## config.mk

```make
export PLATFORM = sky130hd
export DESIGN_NAME = regfile_port_arbiter_flat
export DESIGN_NICKNAME = d
export VERILOG_FILES = /design/src/rtl/regfile_port_arbiter_pkg.sv /design/src/rtl/regfile_port_arbiter_if.sv /design/src/rtl/regfile_port_arbiter_rr_arbiter.sv /design/src/rtl/regfile_port_arbiter.sv /design/src/flat_wrapper.sv
export SDC_FILE = /design/constraint.sdc
export NUM_CORES = 1
export LEC_CHECK = 0
export ABC_AREA = 1
export CAP_MARGIN = 10
export CORE_MARGIN = 1.5
export CORE_UTILIZATION = 33
export DETAILED_ROUTE_END_ITERATION = 6
export GPL_ROUTABILITY_DRIVEN = 0
export PLACE_DENSITY = 0.71
export SLEW_MARGIN = 20
export SYNTH_ARGS = -nofsm -noshare
export SYNTH_HDL_FRONTEND = slang
export SYNTH_SLANG_ARGS = --single-unit
```

## constraint.sdc

```tcl
create_clock -name clk -period 2.7 [get_ports clk]
set_clock_uncertainty 0.15 [all_clocks]
set_input_delay 0.54 -clock clk [delete_from_list [all_inputs] [get_ports clk]]
set_output_delay 0.54 -clock clk [all_outputs]
set_load 0.02 [all_outputs]
```

## src/rtl/regfile_port_arbiter_pkg.sv

```systemverilog
// Shared widths and the issue-stage record for the register-file port arbiter.
package regfile_pkg;

    localparam int ADDR_W   = 5;
    localparam int DATA_W   = 32;
    localparam int NUM_REGS = 32;
    localparam int ZERO_REG = 31;
    localparam int ID_W     = 3;    // enough for up to 8 requesters

    typedef struct packed {
        logic              we;
        logic [ADDR_W-1:0] addr;
        logic [DATA_W-1:0] data;
        logic [ID_W-1:0]   id;
        logic              zero;
    } issue_t;

endpackage

```

## src/rtl/regfile_port_arbiter_if.sv

```systemverilog
// Requester-side bus: per-requester command handshake plus the shared read-response return.
interface regfile_port_arbiter_if #(
    parameter int NUM_REQ = 4,
    parameter int DATA_W  = 32,
    parameter int ADDR_W  = 5
);
    logic [NUM_REQ-1:0]        req_valid;
    logic [NUM_REQ-1:0]        req_ready;
    logic [NUM_REQ-1:0]        req_we;
    logic [NUM_REQ*ADDR_W-1:0] req_addr;
    logic [NUM_REQ*DATA_W-1:0] req_wdata;
    logic [NUM_REQ-1:0]        rsp_valid;
    logic [DATA_W-1:0]         rsp_data;

    modport slave (
        input  req_valid, req_we, req_addr, req_wdata,
        output req_ready, rsp_valid, rsp_data
    );

    modport master (
        output req_valid, req_we, req_addr, req_wdata,
        input  req_ready, rsp_valid, rsp_data
    );
endinterface

```

## src/rtl/regfile_port_arbiter_rr_arbiter.sv

```systemverilog
// Round-robin arbiter: grants the first requester at or after ptr, ptr moves past the winner on advance.
module rr_arbiter #(
    parameter int NUM_REQ = 4
) (
    input  logic               clk,
    input  logic               reset_n,
    input  logic [NUM_REQ-1:0] req,
    input  logic               advance,
    output logic [NUM_REQ-1:0] grant
);
    localparam int PTR_W = (NUM_REQ > 1) ? $clog2(NUM_REQ) : 1;

    logic [PTR_W-1:0] ptr_q, ptr_d;
    logic [PTR_W:0]   sum;
    logic [PTR_W-1:0] idx;
    logic [PTR_W-1:0] win;
    logic             found;

    always_comb begin
        grant = '0;
        ptr_d = ptr_q;
        sum   = '0;
        idx   = '0;
        win   = '0;
        found = 1'b0;
        // Walk offsets 0..NUM_REQ-1 from ptr, wrapping modulo NUM_REQ (not necessarily a power of two).
        for (int k = 0; k < NUM_REQ; k++) begin
            sum = {1'b0, ptr_q} + (PTR_W+1)'(k);
            if (sum >= (PTR_W+1)'(NUM_REQ)) begin
                sum = sum - (PTR_W+1)'(NUM_REQ);
            end
            idx = sum[PTR_W-1:0];
            if (!found && req[idx]) begin
                found      = 1'b1;
                grant[idx] = 1'b1;
                win        = idx;
            end
        end
        if (advance && found) begin
            ptr_d = (win == PTR_W'(NUM_REQ-1)) ? '0 : win + 1'b1;
        end
    end

    always_ff @(posedge clk or negedge reset_n) begin
        if (!reset_n) begin
            ptr_q <= '0;
        end else begin
            ptr_q <= ptr_d;
        end
    end

endmodule

```

## src/rtl/regfile_port_arbiter.sv

```systemverilog
// Shares the register file's single write port and single read port among NUM_REQ requesters.
module regfile_port_arbiter #(
    parameter int NUM_REQ  = 4,
    parameter int DATA_W   = regfile_pkg::DATA_W,
    parameter int ADDR_W   = regfile_pkg::ADDR_W,
    parameter int ZERO_REG = regfile_pkg::ZERO_REG
) (
    input  logic                 clk,
    input  logic                 reset_n,
    regfile_port_arbiter_if.slave bus,
    output logic                 rf_wr_en,
    output logic [ADDR_W-1:0]    rf_wr_addr,
    output logic [DATA_W-1:0]    rf_wr_data,
    output logic [ADDR_W-1:0]    rf_rd_sel,
    input  logic [DATA_W-1:0]    rf_rd_data
);
    import regfile_pkg::*;

    logic [NUM_REQ-1:0] grant;
    logic               hs;
    issue_t             cmd;
    issue_t             chain [NUM_REQ+1];

    logic               wr_en_q,   wr_en_d;
    logic [ADDR_W-1:0]  wr_addr_q, wr_addr_d;
    logic [DATA_W-1:0]  wr_data_q, wr_data_d;
    logic [ADDR_W-1:0]  rd_sel_q,  rd_sel_d;
    logic               rd_pend_q, rd_pend_d;
    logic [ID_W-1:0]    rd_id_q,   rd_id_d;
    logic               rd_zero_q, rd_zero_d;
    logic [NUM_REQ-1:0] rsp_valid_q, rsp_valid_d;
    logic [DATA_W-1:0]  rsp_data_q,  rsp_data_d;

    rr_arbiter #(.NUM_REQ(NUM_REQ)) u_arb (
        .clk     (clk),
        .reset_n (reset_n),
        .req     (bus.req_valid),
        .advance (hs),
        .grant   (grant)
    );

    assign bus.req_ready = grant & {NUM_REQ{reset_n}};
    assign hs            = |(bus.req_valid & bus.req_ready);

    // Grant is one-hot, so a select chain picks the winner's command without priority effects.
    assign chain[0] = '0;
    for (genvar gi = 0; gi < NUM_REQ; gi++) begin : g_req
        logic [ADDR_W-1:0] addr_i;
        assign addr_i = bus.req_addr[gi*ADDR_W +: ADDR_W];
        assign chain[gi+1] = grant[gi]
            ? issue_t'{we:   bus.req_we[gi],
                       addr: addr_i,
                       data: bus.req_wdata[gi*DATA_W +: DATA_W],
                       id:   ID_W'(gi),
                       zero: (addr_i == ADDR_W'(ZERO_REG))}
            : chain[gi];
        assign rsp_valid_d[gi] = rd_pend_q & (rd_id_q == ID_W'(gi));
    end
    assign cmd = chain[NUM_REQ];

    always_comb begin
        wr_en_d   = hs & cmd.we & ~cmd.zero;
        wr_addr_d = wr_en_d ? cmd.addr : wr_addr_q;
        wr_data_d = wr_en_d ? cmd.data : wr_data_q;
        rd_pend_d = hs & ~cmd.we;
        rd_sel_d  = rd_pend_d ? cmd.addr : rd_sel_q;
        rd_id_d   = rd_pend_d ? cmd.id   : rd_id_q;
        rd_zero_d = rd_pend_d ? cmd.zero : rd_zero_q;
        rsp_data_d = rsp_data_q;
        if (rd_pend_q) begin
            rsp_data_d = rd_zero_q ? '0 : rf_rd_data;
        end
    end

    always_ff @(posedge clk or negedge reset_n) begin
        if (!reset_n) begin
            wr_en_q     <= 1'b0;
            wr_addr_q   <= '0;
            wr_data_q   <= '0;
            rd_sel_q    <= '0;
            rd_pend_q   <= 1'b0;
            rd_id_q     <= '0;
            rd_zero_q   <= 1'b0;
            rsp_valid_q <= '0;
            rsp_data_q  <= '0;
        end else begin
            wr_en_q     <= wr_en_d;
            wr_addr_q   <= wr_addr_d;
            wr_data_q   <= wr_data_d;
            rd_sel_q    <= rd_sel_d;
            rd_pend_q   <= rd_pend_d;
            rd_id_q     <= rd_id_d;
            rd_zero_q   <= rd_zero_d;
            rsp_valid_q <= rsp_valid_d;
            rsp_data_q  <= rsp_data_d;
        end
    end

    assign rf_wr_en      = wr_en_q;
    assign rf_wr_addr    = wr_addr_q;
    assign rf_wr_data    = wr_data_q;
    assign rf_rd_sel     = rd_sel_q;
    assign bus.rsp_valid = rsp_valid_q;
    assign bus.rsp_data  = rsp_data_q;

endmodule

```

## src/flat_wrapper.sv

```systemverilog
// flat-port wrapper written by rule: the top's interface ports become plain ports
module regfile_port_arbiter_flat import regfile_pkg::*;
#(
    parameter int NUM_REQ  = 4,
    parameter int DATA_W   = regfile_pkg::DATA_W,
    parameter int ADDR_W   = regfile_pkg::ADDR_W,
    parameter int ZERO_REG = regfile_pkg::ZERO_REG
)
  (clk, reset_n, rf_wr_en, rf_wr_addr, rf_wr_data, rf_rd_sel, rf_rd_data, bus_req_valid, bus_req_we, bus_req_addr, bus_req_wdata, bus_req_ready, bus_rsp_valid, bus_rsp_data);
  regfile_port_arbiter_if #(.NUM_REQ(NUM_REQ), .DATA_W(DATA_W), .ADDR_W(ADDR_W)) bus_i ();
  input  logic clk;
  input  logic reset_n;
  output logic rf_wr_en;
  output logic [ADDR_W-1:0] rf_wr_addr;
  output logic [DATA_W-1:0] rf_wr_data;
  output logic [ADDR_W-1:0] rf_rd_sel;
  input  logic [DATA_W-1:0] rf_rd_data;
  input wire logic [$bits(bus_i.req_valid)-1:0] bus_req_valid;
  input wire logic [$bits(bus_i.req_we)-1:0] bus_req_we;
  input wire logic [$bits(bus_i.req_addr)-1:0] bus_req_addr;
  input wire logic [$bits(bus_i.req_wdata)-1:0] bus_req_wdata;
  output wire logic [$bits(bus_i.req_ready)-1:0] bus_req_ready;
  output wire logic [$bits(bus_i.rsp_valid)-1:0] bus_rsp_valid;
  output wire logic [$bits(bus_i.rsp_data)-1:0] bus_rsp_data;
  assign bus_i.req_valid = bus_req_valid;
  assign bus_i.req_we = bus_req_we;
  assign bus_i.req_addr = bus_req_addr;
  assign bus_i.req_wdata = bus_req_wdata;
  assign bus_req_ready = bus_i.req_ready;
  assign bus_rsp_valid = bus_i.rsp_valid;
  assign bus_rsp_data = bus_i.rsp_data;
  regfile_port_arbiter #(.NUM_REQ(NUM_REQ), .DATA_W(DATA_W), .ADDR_W(ADDR_W), .ZERO_REG(ZERO_REG)) u_core (.clk(clk), .reset_n(reset_n), .bus(bus_i), .rf_wr_en(rf_wr_en), .rf_wr_addr(rf_wr_addr), .rf_wr_data(rf_wr_data), .rf_rd_sel(rf_rd_sel), .rf_rd_data(rf_rd_data));
endmodule
```

==> out/qor.yml, run 1 <==
status: "finished with violations"
violations: "negative setup slack"
postSynthCellCount: 795
worstPathRequired_ps: 2010
clock_path_buffers: 2
synth_top_area_share_pct: 38.9
utilization_pct: 59.6
htree_levels: 3
antenna_cells: 0
cts_buffers: 9
portBuffers: 272
antenna_found_initial: 0
dp.cells: 1278
routed_wirelength_um: 21700
drc: 0
dieArea_sq_um: 17300
multi_input_area_sq_um: 2890
vdd_ir_drop_max_mv: 0.720
ys_warn_count: 0
synth_area_sq_um: 5460
min_path_type: "flop to flop"
setup_viol: 38
hold_violations: 0
start_kind: "flop"
grt_pass1_vias: 6329
path_common_cell: "buf_4"
power_density_nw_per_um2: 1530
clkTransAtPathRegs_ps: 70
cts-root-buf: "clkbuf_16"
cts_tree: "built"
seq_power_share_pct: 14.5
fp.dieW_um: 132
power.internal_w: 0.00728
p_clk_share_pct: 8.7
rsz0062_at_grt: "true"
synthTopCellsByArea: "dfrtp_1, nand2_1, nand4_1"
routedWlPerCell_um: 16.4
ys_ff_latch: 85
arrival_ps: 2090
seqCellArea_sq_um: 2130
grt_start_max_net_pins: 82
drv_slew: 0
via_count: 6483
yosys.area.top_type: "dfrtp_1"
drtIter0Drc: 351
viasPerCell: 4.90
fin_crit_ps: 2780
fin_ws_ps: -79.2
combPwrFrac_pct: 76.8
synth-edff-count: 0
p_switching_w: 0.00735
max_freq_mhz: 360
ys_types: 35
start_util_pct: 34.1
fp.coreArea_sq_um: 16000
cp_cell_sequence: "buf_6 -> o211ai_1 -> nand2_2 -> buf_4 -> nand4_1 -> nand3_2 -> buf_4 -> nand2_2 -> inv_2 -> buf_4"
syn_nets: 991
maxCapViolations: 0
async_flop_share_pct: 100
critPathKind: "flop to output port"
track_usage_pct: 23.8
ant_nets: 0
fp.dieH_um: 132
slowest_delay_ps: 450
slew_headroom_pct: 49.6
end_kind: "output port"
drive_above_1_share_pct: 15.6
synth_seq_area_share_pct: 38.9
cp_slowest_cell: "dfrtp_2"
final-instance-count-excl-fill: 1323
areaGrowthSynthToFinish_pct: 74.8
path_delay_family: "buffers and inverters"
dp_hpwl_um: 15500
drt-pass1-iter-count: 4
fp-row-count: 46
insertion_delay_ps: 330
finalCritPeriodShare_pct: 103
cp_max_fo: 5
globalRoute.totalOverflow: 0
synth_flop_cell: "dfrtp_1"
ios: 273
grt_pass1_wl_um: 33000
synth.avg_cell_area_sq_um: 6.87
tightestPinTransition_ps: 756
layout.nets: 1298
fill_cells: 1471
swShare_pct: 50.2
cts_sinks: 85
leakage_nw: 4.69
cp_num_buf_inv: 5
area by class of cell:
class,count,share of cell area (%)
multi-input combinational,565,30.3
sequential,85,22.3
clock buffer,10,2.40
clock inverter,6,0.747
timing repair buffer,352,37.8
inverter,89,3.61
tap,216,2.83
power by group through the flow:
stage               clock, W  combinational [W]  sequential (W)
floorplan                  0            0.00532         0.00271
global placement           0            0.00954         0.00211
detailed placement         0            0.00965         0.00212
CTS                  0.00130            0.00986         0.00211
global route         0.00137             0.0122         0.00219
finish               0.00127             0.0112         0.00213
final timing paths:
| check | from | to | slack, ps | cells after the start |
|---|---|---|---|---|
| setup / recovery | flop | bus_req_ready[1] | -80 | 10 |
| hold / removal | u_core.rf_wr_addr[4] | u_core.rf_wr_addr[4] | 330 | 2 |
| setup reg to reg | flop | u_core.rf_wr_data[17] | -60 | 14 |
| hold reg to reg | u_core.rf_wr_addr[4] | u_core.rf_wr_addr[4] | 330 | 2 |
| max in group asynchronous | reset_n | u_core.rf_wr_data[27] | 930 | 3 |
| min in group asynchronous | reset_n | u_core.u_arb.ptr_q[1] | 490 | 2 |
cell usage in the layout, fill, tap and decap left out, drive strengths merged:
cell           count
nor4               1
clkdlybuf4s50    263
o211ai             1
nand3             57
nor3               4
nor2               7
clkbuf            15
dlygate4sd2        4
ha                 6
or2                1
nand2            315
clkinvlp           1
xor2               2
o21ai             40
nand3b             1
inv               91
a21boi             4
dlygate4sd3        1
clkinv             2
o21a               1
bufinv             1
nand4             82
dfrtp             85
a21oi             43
buf               79
cell families after synthesis:
kind of cell | count (synthesis) | synth area share (%)
flops | 85 | 38.9
fa+ha+maj | 6 | 1.37
buf+inv | 145 | 11.7
compound gates | 89 | 8.71
simple gates | 468 | 38.9
xor+xnor | 2 | 0.321
worst reg2reg max path, cell delays in order (launching register included):
cell	delay [ps]
dfrtp_2	450
buf_6	150
o211ai_1	240
nand2_2	150
buf_4	180
nand4_1	90
nand3_2	100
buf_6	160
nand3b_1	110
nand2_2	80
a21oi_4	200
nand3_4	230
clkbuf_16	240
nand2_1	60
nand2_1	50
per-layer routing:
metal	track usage, %	routed length, um	vias up
met1	28.2	8670	2991
met5	0	0	-
met2	41.9	11000	257
li1	-	-	3201
met3	5.63	1560	34
met4	8.46	559	0
cells in the mapped netlist, types with 2 or more instances:
master,n
inv_2,5
buf_6,3
xor2_1,2
nor2_1,3
ha_1,6
inv_1,83
nand4_1,82
nand3_4,2
clkbuf_1,15
dfrtp_1,85
nand3_1,52
a21oi_1,40
a21oi_2,3
nand3_2,3
a21boi_0,2
o21ai_1,4
o21ai_0,36
buf_2,27
buf_4,10
nor3_1,4
nand2_1,313
nor2_2,2
what timing repair did:
action                                  CTS  global route
endpoints found under the setup margin   53            51
hold buffers                              1             0
buffers inserted                          9            13
resized for setup                        29            81
cloned                                    0             7
pin swaps                                 5            31
endpoints found under the hold margin     4             0
through the flow:
stage          hold slack [ps]  power (W)  setup slack, ps  cell area, sq um  TNS (ps)
3_5_place_dp               234     0.0118             -505              8630    -24380
5_1_grt                    351     0.0158             -159              9540     -5990
4_1_cts                    325     0.0133            -3.85              9010     -3.85
2_1_floorplan             94.4    0.00803            -17.1              5480     -17.1
6_report                   326     0.0146            -79.2              9540     -1150
3_3_place_gp               236     0.0117             -461              8630    -21700
registers in the layout, indices dropped and copies added (netlist names), named ones only:
name and flops:
u_core.u_arb.ptr_q 1, u_core.bus.rsp_data 32, u_core.rd_pend_q 1, u_core.bus.rsp_valid 4, u_core.rf_wr_en 1, u_core.rd_zero_q 1
u_core.rf_rd_sel 5, u_core.rf_wr_data 32, u_core.rf_wr_addr 5, u_core.rd_id_q 2
Power figures use the tool's default switching activity.
==> run 2: changes to the inputs <==
--- a/config.mk
+++ b/config.mk
@@ -7,11 +7,13 @@
 export LEC_CHECK = 0
 export ABC_AREA = 1
 export CAP_MARGIN = 10
+export CELL_PAD_IN_SITES_DETAIL_PLACEMENT = 0
+export CELL_PAD_IN_SITES_GLOBAL_PLACEMENT = 2
 export CORE_MARGIN = 1.5
-export CORE_UTILIZATION = 33
+export CORE_UTILIZATION = 19
 export DETAILED_ROUTE_END_ITERATION = 6
 export GPL_ROUTABILITY_DRIVEN = 0
-export PLACE_DENSITY = 0.71
+export PLACE_DENSITY_LB_ADDON = 0.1
 export SLEW_MARGIN = 20
 export SYNTH_ARGS = -nofsm -noshare
 export SYNTH_HDL_FRONTEND = slang
==> run 2 against run 1 <==
Net effect:
- the run now ends clean
- die area rose by 72%
- worst hold slack got worse by 4.1 ps
- sequential power barely moved
- power rose by 0.89%
- utilization fell by 25 points
- design area rose by 2.7%
- critical endpoint is now u_core.rf_wr_data[31]
==> out/qor.yml, run 2 (synthesized netlist as in run 1, its figures left out) <==
viasPerCell: 4.27  # was 4.90
p_total_w: 0.0148  # was 0.0146 W
routed_wirelength_um: 25600  # was 21,700 um
track_usage_pct: 16.4  # was 23.8%
drc: 0  # unchanged
final_design_area_no_fill_sq_um: 9800  # was 9540 sq um
min_path_type: "flop to flop"  # unchanged
ant_nets: 0  # unchanged
dp_hpwl_um: 18500  # was 15,500 um
critPathKind: "flop to flop"  # was flop to output port
drive_above_1_share_pct: 14.7  # was 15.6%
htree_levels: 3  # unchanged
arrival_ps: 2820  # was 2090 ps
drtIter0Drc: 373  # was 351
layout.nets: 1300  # was 1,298
place_area_sq_um: 8890  # was 8630 sq um
antenna_cells: 0  # unchanged
clock_path_buffers: 2  # unchanged
fp-row-count: 61  # was 46
cp_max_fo: 5  # unchanged
maxCapViolations: 0  # unchanged
cts_tree: "built"  # unchanged
final_cell_mix: "nand2_1, clkdlybuf4s50_1, dfrtp_1"  # unchanged
drt-pass1-iter-count: 4  # unchanged
seqCellArea_sq_um: 2130  # about the same
status: "completed"  # was finished with violations
dieArea_sq_um: 29800  # was 17,300 sq um
insertion_delay_ps: 340  # was 330 ps
vdd_ir_drop_max_mv: 0.733  # was 0.720 mV
combPwrFrac_pct: 75.9  # was 76.8%
ios: 273  # unchanged
globalRoute.totalOverflow: 0  # unchanged
fp.coreArea_sq_um: 28000  # was 16,000 sq um
slew_headroom_pct: 57.1  # was 49.6%
seq_power_share_pct: 14.3  # was 14.5%
final_common_cell: "nand2_1"  # unchanged
routedWlPerCell_um: 17.2  # was 16.4 um
clkTransAtPathRegs_ps: 60  # was 70 ps
cts-root-buf: "clkbuf_16"  # unchanged
max_freq_mhz: 372  # was 360 MHz
antenna_found_initial: 4  # was 0
cts_buffers: 9  # unchanged
finalCritPeriodShare_pct: 99.5  # was 103%
p_switching_w: 0.00742  # was 0.00735 W
leakage_nw: 4.72  # was 4.69 nW
start_kind: "flop"  # unchanged
hold_violations: 0  # unchanged
power_density_nw_per_um2: 1510  # was 1530 nW/um^2
fill_cells: 3030  # was 1,471
power.internal_w: 0.00733  # was 0.00728 W
setup_viol: 0  # was 38
rsz0062_at_grt: "true"  # unchanged
grt_start_max_net_pins: 48  # was 82
cts_sinks: 85  # unchanged
portBuffers: 272  # unchanged
start_util_pct: 19.5  # was 34.1%
tightestPinTransition_ps: 644  # was 756 ps
grt_pass1_wl_um: 37800  # was 33,000 um
fin_crit_ps: 2690  # was 2780 ps
worstPathRequired_ps: 2830  # was 2010 ps
grt_pass1_vias: 6409  # was 6,329
fp.dieH_um: 173  # was 132 um
whs_ps: 322  # was 326 ps
areaGrowthSynthToFinish_pct: 79.5  # was 74.8%
end_kind: "flop"  # was output port
swShare_pct: 50.3  # was 50.2%
utilization_pct: 35.0  # was 59.6%
drv_slew: 0  # unchanged
p_clk_share_pct: 9.8  # was 8.7%
via_count: 6343  # was 6,483
fp.dieW_um: 173  # was 132 um
multi_input_area_sq_um: 2900  # was 2890 sq um
## run 2: cell types whose count changed in the layout (fill, tap and decap cells not counted), moves of 3 or more
| cell | change |
|---|---|
| buf_6 | -6 |
| nand2_2 | -12 |
| buf_8 | +3 |
| nand2_1 | +10 |
| nand3_2 | -3 |
| buf_4 | +6 |
## run 2: timing repair
item	4_1_cts	5_1_grt
endpoints found under the setup margin	53	53
pin swaps	15	26
setup buffers	6	10
hold buffers	1	0
hold endpoints to repair	4	0
gates resized for setup	46	57
gates cloned	0	8
## run 2: worst paths after layout
path | depth (start not counted) | to | slack, ps | startpoint
hold / removal | 2 | u_core.rf_wr_addr[1] | 320 | u_core.rf_wr_addr[1]
setup / recovery | 16 | u_core.rf_wr_data[31] | 10 | flop
max in group asynchronous | 4 | u_core.rf_wr_data[29] | 460 | reset_n
setup reg to reg | 16 | u_core.rf_wr_data[31] | 10 | flop
hold reg to reg | 2 | u_core.rf_wr_addr[1] | 320 | u_core.rf_wr_addr[1]
min in group asynchronous | 2 | u_core.rf_wr_data[24] | 510 | reset_n
## run 2: power by group through the flow
stage	Clock [W]	Combinational, W	Sequential, W
after floorplan	0	0.00532	0.00271
after global placement	0	0.0103	0.00213
after detailed placement	0	0.0103	0.00213
after CTS	0.00150	0.0106	0.00212
after global routing	0.00154	0.0123	0.00218
final	0.00144	0.0112	0.00212
## run 2: area by class of cell
cell class | count | share of cell area (%)
clock inverter | 6 | 1.14
sequential | 85 | 21.7
clock buffer | 10 | 2.34
inverter | 89 | 3.48
tap | 378 | 4.82
multi-input combinational | 565 | 29.5
timing repair buffer | 354 | 37.0
## run 2: worst max-delay path, cell delays in order (launching register included)
cell and delay, ps:
dfrtp_1 400, inv_4 60, ha_4 270, inv_4 80, nand3_4 70, nand2_4 90
nor2_4 70, a21oi_2 190, nand3_4 150, buf_8 160, nand3b_1 130, nand2_2 80
a21oi_4 220, buf_6 180, clkbuf_16 160, nand4_1 80, nand2_1 70
## run 2: stage by stage
| step | instances | TNS [ps] | worst slack, ps |
|---|---|---|---|
| finish | 1487 | 0 | 13.3 |
| global route | 1487 | -3360 | -113 |
| CTS | 1469 | 0 | 0.419 |
| detailed placement | 1446 | -31130 | -632 |
| global placement | 1446 | -29290 | -642 |
| floorplan | 795 | -17.1 | -17.1 |
## run 2: metal layers
metal | wire, um | GRT usage (%) | up-vias
met2 | 12100 | 27.5 | 186
met5 | 28 | 0 | -
met1 | 11500 | 20.5 | 2922
li1 | - | - | 3207
met4 | 342 | 3.76 | 4
met3 | 1550 | 4.90 | 24
==> run 3: changes to the inputs <==
--- a/config.mk
+++ b/config.mk
@@ -13,6 +13,7 @@
 export CORE_UTILIZATION = 19
 export DETAILED_ROUTE_END_ITERATION = 6
 export GPL_ROUTABILITY_DRIVEN = 0
+export MAX_ROUTING_LAYER = met4
 export PLACE_DENSITY_LB_ADDON = 0.1
 export SLEW_MARGIN = 20
 export SYNTH_ARGS = -nofsm -noshare
==> run 3 against run 2 <==
Net effect:
- the run now ends with negative setup slack left
- final cell count rose by 0.13%
- global-route usage rose by 0.51 points
- combinational power barely moved
- worst hold slack improved by 10 ps
- via count is 0.27% higher
- utilization grew 0.28 points
- die area stayed put
- wire length increased by 1.6%
- first-iteration DRC count is 7.2% higher
- non-clock buffer count fell by 2
- critical path depth unchanged
==> out/qor.yml, run 3 (synthesized netlist as in run 1, its figures left out) <==
power_density_nw_per_um2: 1530  # was 1510 nW/um^2
cp_max_fo: 13  # was 5
final_cell_mix: "nand2_1, clkdlybuf4s50_1, dfrtp_1"  # unchanged
via_count: 6360  # was 6,343
setup_viol: 32  # was 0
fp.dieW_um: 173  # unchanged
slew_headroom_pct: 56.9  # was 57.1%
fp-row-count: 61  # unchanged
htree_levels: 3  # unchanged
tightestPinTransition_ps: 646  # was 644 ps
grt_pass1_vias: 6419  # was 6,409
start_util_pct: 19.5  # unchanged
cts_tree: "built"  # unchanged
r2r_slack_ps: -50  # was 10 ps
areaGrowthSynthToFinish_pct: 80.9  # was 79.5%
clock_path_buffers: 2  # unchanged
fp.coreArea_sq_um: 28000  # unchanged
ant_nets: 0  # unchanged
place_area_sq_um: 8890  # unchanged
finalCritPeriodShare_pct: 102  # was 99.5%
dp.cells: 1446  # unchanged
drtIter0Drc: 400  # was 373
maxCapViolations: 0  # unchanged
drive_above_1_share_pct: 15.9  # was 14.7%
hold_violations: 0  # unchanged
arrival_ps: 2830  # was 2820 ps
leakage_nw: 4.73  # was 4.72 nW
layout.nets: 1298  # was 1,300
routed_wirelength_um: 26000  # was 25,600 um
dp_hpwl_um: 18500  # unchanged
insertion_delay_ps: 340  # about the same
status: "finished with violations"  # was completed
drt-pass1-iter-count: 5  # was 4
viasPerCell: 4.27  # about the same
final-instance-count-excl-fill: 1489  # was 1,487
vdd_ir_drop_max_mv: 0.687  # was 0.733 mV
cts_buffers: 9  # unchanged
portBuffers: 272  # unchanged
antenna_found_initial: 4  # unchanged
grt_pass1_wl_um: 37800  # about the same
clkTransAtPathRegs_ps: 60  # about the same
final_common_cell: "nand2_1"  # unchanged
critPathKind: "flop to flop"  # unchanged
start_kind: "flop"  # unchanged
grt_start_max_net_pins: 48  # unchanged
fin_crit_ps: 2750  # was 2690 ps
globalRoute.totalOverflow: 0  # unchanged
drc: 0  # unchanged
end_kind: "flop"  # unchanged
violations: "negative setup slack"
dieArea_sq_um: 29800  # unchanged
fp.dieH_um: 173  # unchanged
cts_sinks: 85  # unchanged
cts-root-buf: "clkbuf_16"  # unchanged
track_usage_pct: 16.9  # was 16.4%
ios: 273  # unchanged
rsz0062_at_grt: "true"  # unchanged
routedWlPerCell_um: 17.5  # was 17.2 um
drv_slew: 0  # unchanged
final_design_area_no_fill_sq_um: 9880  # was 9800 sq um
max_freq_mhz: 364  # was 372 MHz
min_path_type: "flop to flop"  # unchanged
fin_ws_ps: -45.5  # was 13.3 ps
worstPathRequired_ps: 2790  # was 2830 ps
-- run 3: cell types whose count changed in the layout (fill, tap and decap cells not counted), sizes merged --
cell   change
buf        -2
diode      +4
-- run 3: repair_timing --
item / CTS / global route
cloned: 0 / 6
setup buffers: 6 / 10
hold buffers: 1 / 0
resized for setup: 46 / 82
setup endpoints to repair: 53 / 53
pin swaps: 15 / 23
endpoints found under the hold margin: 4 / 0
-- run 3: layout make-up --
cell class	count	area (sq um)
clock buffer	10	229
sequential	85	2130
tap	378	473
antenna	4	10.0
clock inverter	6	111
timing repair buffer	352	3610
inverter	89	339
multi-input combinational	565	2990
fill	3039	18100
-- run 3: final timing paths --
| kind | startpoint | endpoint | cells after the start |
|---|---|---|---|
| min in group asynchronous | reset_n | u_core.rf_wr_data[24] | 2 |
| hold reg to reg | u_core.bus.rsp_data[19] | u_core.bus.rsp_data[19] | 2 |
| max in group asynchronous | reset_n | u_core.rf_wr_data[29] | 4 |
| hold / removal | u_core.bus.rsp_data[19] | u_core.bus.rsp_data[19] | 2 |
| setup reg to reg | flop | u_core.rf_wr_data[27] | 16 |
| setup / recovery | flop | u_core.rf_wr_data[27] | 16 |
-- run 3: report_power, final --
group	total [W]	internal, W	switching (W)
logic	0.0115	0.00478	0.00674
registers	0.00214	0.00183	0.000312
clock network	0.00145	0.000905	0.000543
-- run 3: routing by layer --
layer,routed length [um],GRT usage (%),vias to the layer above
met5,0,-,-
met1,11700,20.5,2947
li1,-,-,3209
met2,12500,27.5,186
met3,1540,4.97,18
met4,280,3.76,0
-- run 3: worst max-delay path, stage by stage (launching register included) --
cell,delay (ps)
dfrtp_1,410
inv_4,80
ha_4,220
inv_4,90
nand3_4,80
nand2_4,90
nor2_4,60
a21oi_2,200
nand3_4,140
buf_8,160
nand3b_1,130
nand2_2,90
a21oi_4,210
nand3_4,170
clkbuf_16,230
nand2_1,60
nand2_1,50
-- run 3: metrics by stage --
| step | utilization, % | setup WS [ps] | total power (W) | TNS (ps) | hold slack [ps] |
|---|---|---|---|---|---|
| detailed placement | 31.7 | -632 | 0.0125 | -31130 | 249 |
| finish | 35.3 | -45.5 | 0.0151 | -739 | 332 |
| global placement | 31.7 | -642 | 0.0125 | -29290 | 245 |
| global route | 35.3 | -173 | 0.0164 | -6070 | 351 |
| floorplan | - | -17.1 | 0.00803 | -17.1 | 94.4 |
| CTS | 33.4 | 0.419 | 0.0142 | 0 | 333 |
